`src/rtl/conv_feeder.sv`:
```
// Sequences a loaded filter and activation vector into a MAC as N-M+1 sliding windows.
// Each window is CLEAR, M product cycles, then MAC_LAT drain cycles; every output is a flop.
module conv_feeder #(
    parameter int N       = 8,
    parameter int M       = 4,
    parameter int MAC_LAT = 2
) (
    input  logic                        clk,
    input  logic                        reset,
    input  logic                        s_valid,
    input  logic signed [13:0]          s_data,
    output logic                        s_ready,
    output logic signed [13:0]          a,
    output logic signed [13:0]          b,
    output logic                        valid_in,
    output logic                        mac_clr,
    output logic                        win_last,
    output logic [$clog2(N-M+2)-1:0]    win_idx,
    output logic                        done
);
    localparam int CW       = $clog2(N + MAC_LAT + 2);
    localparam int WW       = $clog2(N - M + 2);
    localparam int LAT_LAST = (MAC_LAT > 0) ? MAC_LAT - 1 : 0;

    typedef enum logic [2:0] {LOAD_W, LOAD_X, CLEAR, STREAM, DRAIN, DONE} state_t;

    state_t             state, state_n;
    logic [CW-1:0]      cnt, cnt_n;
    logic [WW-1:0]      win_n;
    logic [CW:0]        xi;
    logic               end_win;
    logic signed [13:0] a_n, b_n;
    logic signed [13:0] w [M];
    logic signed [13:0] x [N];

    always_comb begin
        state_n = state;
        cnt_n   = cnt;
        win_n   = win_idx;
        end_win = 1'b0;
        case (state)
            LOAD_W: if (s_valid && s_ready) begin
                if (cnt == CW'(M - 1)) begin
                    state_n = LOAD_X;
                    cnt_n   = '0;
                end else begin
                    cnt_n = cnt + 1'b1;
                end
            end
            LOAD_X: if (s_valid && s_ready) begin
                if (cnt == CW'(N - 1)) begin
                    state_n = CLEAR;
                    cnt_n   = '0;
                    win_n   = '0;
                end else begin
                    cnt_n = cnt + 1'b1;
                end
            end
            CLEAR: begin
                state_n = STREAM;
                cnt_n   = '0;
            end
            STREAM: begin
                if (cnt == CW'(M - 1)) begin
                    cnt_n = '0;
                    if (MAC_LAT == 0) end_win = 1'b1;
                    else              state_n = DRAIN;
                end else begin
                    cnt_n = cnt + 1'b1;
                end
            end
            DRAIN: begin
                if (cnt == CW'(LAT_LAST)) begin
                    cnt_n   = '0;
                    end_win = 1'b1;
                end else begin
                    cnt_n = cnt + 1'b1;
                end
            end
            DONE: begin
                state_n = LOAD_W;
                cnt_n   = '0;
            end
            default: begin
                state_n = LOAD_W;
                cnt_n   = '0;
            end
        endcase

        if (end_win) begin
            if (win_idx < WW'(N - M)) begin
                win_n   = win_idx + 1'b1;
                state_n = CLEAR;
            end else begin
                state_n = DONE;
            end
        end
    end

    // Operands are selected for the next state so they land in the same cycle as valid_in.
    always_comb begin
        xi  = (CW+1)'(win_n) + (CW+1)'(cnt_n);
        a_n = '0;
        b_n = '0;
        if (state_n == STREAM) begin
            for (int i = 0; i < N; i++)
                if (xi == (CW+1)'(i)) a_n = x[i];
            for (int i = 0; i < M; i++)
                if (cnt_n == CW'(i)) b_n = w[i];
        end
    end

    always_ff @(posedge clk) begin
        if (reset) begin
            state    <= LOAD_W;
            cnt      <= '0;
            win_idx  <= '0;
            s_ready  <= 1'b1;
            mac_clr  <= 1'b1;
            valid_in <= 1'b0;
            win_last <= 1'b0;
            done     <= 1'b0;
            a        <= '0;
            b        <= '0;
        end else begin
            state    <= state_n;
            cnt      <= cnt_n;
            win_idx  <= win_n;
            s_ready  <= (state_n == LOAD_W) || (state_n == LOAD_X);
            mac_clr  <= (state_n == LOAD_W) || (state_n == LOAD_X) ||
                        (state_n == CLEAR)  || (state_n == DONE);
            valid_in <= (state_n == STREAM);
            win_last <= (state_n == STREAM) && (cnt_n == CW'(M - 1));
            done     <= (state_n == DONE);
            a        <= a_n;
            b        <= b_n;
        end
    end

    always_ff @(posedge clk) begin
        if (!reset && s_valid && s_ready) begin
            if (state == LOAD_W)
                for (int i = 0; i < M; i++)
                    if (cnt == CW'(i)) w[i] <= s_data;
            if (state == LOAD_X)
                for (int i = 0; i < N; i++)
                    if (cnt == CW'(i)) x[i] <= s_data;
        end
    end
endmodule

```
`config.mk`:
```
export PLATFORM = sky130hd
export DESIGN_NAME = conv_feeder
export DESIGN_NICKNAME = d
export VERILOG_FILES = /design/src/rtl/conv_feeder.sv
export SDC_FILE = /design/constraint.sdc
export NUM_CORES = 1
export LEC_CHECK = 0
export BUFFER_PORTS_ARGS = -buffer_cell sky130_fd_sc_hd__buf_2
export CAP_MARGIN = 25
export CORE_AREA = 2 2 128 130
export DETAILED_ROUTE_END_ITERATION = 10
export DIE_AREA = 0 0 130 132
export HOLD_SLACK_MARGIN = 0.08
export PLACE_DENSITY = 0.73
export RECOVER_POWER = 100
export SETUP_SLACK_MARGIN = 0.05
export SLEW_MARGIN = 20
export SYNTH_ARGS = -nofsm -noshare
export SYNTH_HDL_FRONTEND = slang
export SYNTH_SLANG_ARGS = --single-unit
```
`constraint.sdc`:
```
create_clock -name clk -period 6.2 [get_ports clk]
set_input_delay 0.62 -clock clk [delete_from_list [all_inputs] [get_ports clk]]
set_output_delay 0.62 -clock clk [all_outputs]
set_load 0.01 [all_outputs]
```
==> run_results.csv <==
group,metric,value,unit
status,status,"finished with violations",
status,violations,"max-capacitance violations, max-slew violations",
global_route,grt_pass1_wl,26800,um
logic_synthesis,yosysUniqueCellTypes,59,
logic_synthesis,synth_edf_count,168,
floorplanning,core_area,15710,sq um
timing,slew_headroom,-0.1371,
drt,wl_per_cell,21.24,um
clock_network,cts.clk_slew.worst_paths,60,ps
global_route,grt_overflow,0,
critical_path,cp-end-kind,"flip-flop",
drt,viasPerCell,5.915,
power,irDropWorstVdd,175.9,uV
min_path,hp-class,"primary input to flip-flop",
critical_path,start_kind,"flip-flop",
logic_synthesis,synth_top_family_by_area,"multiplexers",
finish,areaGrowthSynthToFinish,11.10,%
timing,finalCriticalPeriod,4909,ps
critical_path,crit_type,"flip-flop to flip-flop",
logic_synthesis,netlist_area,8563,sq um
power,leakage,3.077,nW
finish,num_antenna_cells,0,
clock_network,clock_latency,490,ps
finish,final_common_cell,"edfxtp_1",
clock_network,post-cts-setup-buffer-count,0,
floorplanning,rows,46,
finish,final_cell_mix,"edfxtp_1 (168), clkbuf_1 (62), dfxtp_1 (43)",
logic_synthesis,synth_ff_type,"edfxtp_1",
clock_network,cts-root-buf,"clkbuf_16",
timing,tightest_slew,1706,ps
clock_network,ctsHoldBuffers,0,
finish,fill_cells,1170,
timing,hold_viol,0,
placed_design,io_buffer_count,52,
timing,slew_viol_final,75,
run,drv_cap,4,
logic_synthesis,syn_inst,532,
floorplanning,io_pins,53,
finish,final_nets,608,
timing,finClkSkew,15.62,ps
finish,fin_area,9514,sq um
clock_network,h-tree-depth,1,
logic_synthesis,postSynth.asyncResetShare,0,
floorplanning,die_w,130,um
critical_path,worstPathArrival,5210,ps
global_route,grt_use_total,0.2046,
global_route,grt_max_degree,43,
drt,first_pass_iters,5,
drt,wl,17250,um
logic_synthesis,synth_compound_area_frac,0.07802,
global_route,grt_pass1_vias,4833,
clock_network,tritoncts,"yes",
drt,ant_nets,0,
clock_network,cts.sinks,211,
logic_synthesis,syn-num-nets,558,
logic_synthesis,synthSimpleGateAreaFrac,0.09614,
clock_network,clockBufferDepth,3,
global_route,antenna_found_initial,0,
critical_path,cp.required,6500,ps
floorplanning,chipHeight,132,um
finish,layout-drive-gt1-share,0.1342,
logic_synthesis,synth-xor-area-share,0,
power,powerDensity,317.3,nW/um^2
critical_path,crit_fanout,31,
logic_synthesis,ys_ff_latch,211,
logic_synthesis,yosys.area_share.adder,0.01403,
drt,remaining_drc_errors,0,
clock_network,numCtsBuffers,21,
floorplanning,dieArea,17160,sq um
drt,num_vias,4803,
timing,setup_viol,0,
timing,setup_tns,0,ps
timing,fmax,203.7,MHz
drt,drt_iter0_markers,386,
logic_synthesis,ys_seq_area_frac,0.6897,
power,total_power,0.003019,W
placed_design,hpwl,10860,um
logic_synthesis,avgSynthCellArea,16.10,sq um
placed_design,routabilityCongestion,0.8047,
placed_design,placed_cell_area,9031,sq um
logic_synthesis,synth_mux_area_frac,0.09717,
timing,fin_crit_sh,0.7917,
clock_network,ctsResizeCount,0,
timing,rsz0062_at_grt,"no",
logic_synthesis,yosysWarnings,0,
floorplanning,start_util,0.5450,
-- path summary, 6_finish.rpt --
check | slack [ps] | start | cells past startpoint | endpoint
max | 1290 | cnt[1]$_SDFF_PP0_ | 12 | a[10]$_SDFF_PP0_
min | 480 | reset | 2 | cnt[1]$_SDFF_PP0_
max reg2reg | 1290 | cnt[1]$_SDFF_PP0_ | 12 | a[10]$_SDFF_PP0_
min reg2reg | 550 | win_idx[0]$_SDFF_PP0_ | 2 | win_idx[0]$_SDFF_PP0_
-- power by group --
| group | internal [W] | switching (W) |
|---|---|---|
| registers | 0.00155 | 0.0000110 |
| clock network | 0.000626 | 0.000495 |
| logic | 0.000146 | 0.000194 |
-- cells by family (layout without fill, tap and decap cells) --
logic type	after synthesis	after routing
fa+ha+maj	9	9
compound gates	83	83
buf+inv	45	109
flops	211	211
simple gates	134	134
mux	50	50
-- registers in the layout, summed over array words and instances, names as in the netlist, 3 cells and up --
name,cells
x,112
w,56
a,14
b,14
cnt,4
state,3
win_idx,3
-- worst max-delay path, cell delays in order (launching register included) --
cell,delay [ps]
dfxtp_1,390
ha_1,340
nor3b_1,650
a211o_1,190
a41oi_1,130
clkbuf_1,690
ha_4,460
fa_1,910
buf_8,230
clkbuf_1,150
mux4_2,300
nand4b_1,150
o22ai_1,120
-- routing by layer --
layer / share of wire / wire [um] / GRT usage / vias to the layer above
met5: 0 / 0 / 0 / -
met4: 0.022 / 378 / 0.07407 / 0
met3: 0.051 / 882 / 0.03328 / 25
met2: 0.54 / 9228 / 0.3519 / 151
met1: 0.39 / 6755 / 0.2621 / 2445
li1: - / - / - / 2182
-- layout make-up --
cell class                 instances  area, sq um  area share
timing repair buffer              64        276.5     0.02906
clock buffer                      27        548.0     0.05760
inverter                           8        30.03    0.003156
clock inverter                    10        53.80    0.005655
multi-input combinational        276         2430      0.2554
sequential                       211         5906      0.6207
tap                              216        270.3     0.02841
-- stage by stage --
stage / instances / setup WS [ps] / hold WS [ps] / util
after floorplan: 532 / 2366 / 535.7 / -
after global placement: 773 / 1833 / 531.2 / 0.5738
after detailed placement: 774 / 1991 / 550.5 / 0.5748
after CTS: 811 / 1990 / 464.9 / 0.6131
after global routing: 812 / 969.6 / 507.6 / 0.6055
final: 812 / 1291 / 481.9 / 0.6055
-- cells in the mapped netlist, types with 2 or more instances --
cell type,instances,area (sq um)
o21ai_0,2,10.01
a41oi_1,2,17.52
nand4b_1,13,113.9
buf_2,15,75.07
or2_1,2,12.51
o311a_1,3,30.03
buf_1,2,7.510
buf_4,5,37.54
or3b_1,2,17.52
or3_1,2,12.51
a211oi_2,9,112.6
a211oi_1,21,157.7
nor2_1,26,97.59
edfxtp_1,168,5045
nand2_1,13,48.80
a22oi_1,5,37.54
nand3_1,16,80.08
nor2b_1,25,156.4
nor3b_1,14,105.1
dfxtp_1,43,860.8
nand3b_1,2,15.01
nand2b_1,4,25.02
ha_1,8,100.1
mux2_2,5,56.30
inv_1,7,26.28
and2_1,6,37.54
mux4_2,25,563.0
clkbuf_1,14,52.55
o22ai_1,15,93.84
a21oi_1,11,55.05
mux2i_1,19,190.2
Note: power is estimated with default switching activity, not from simulation.
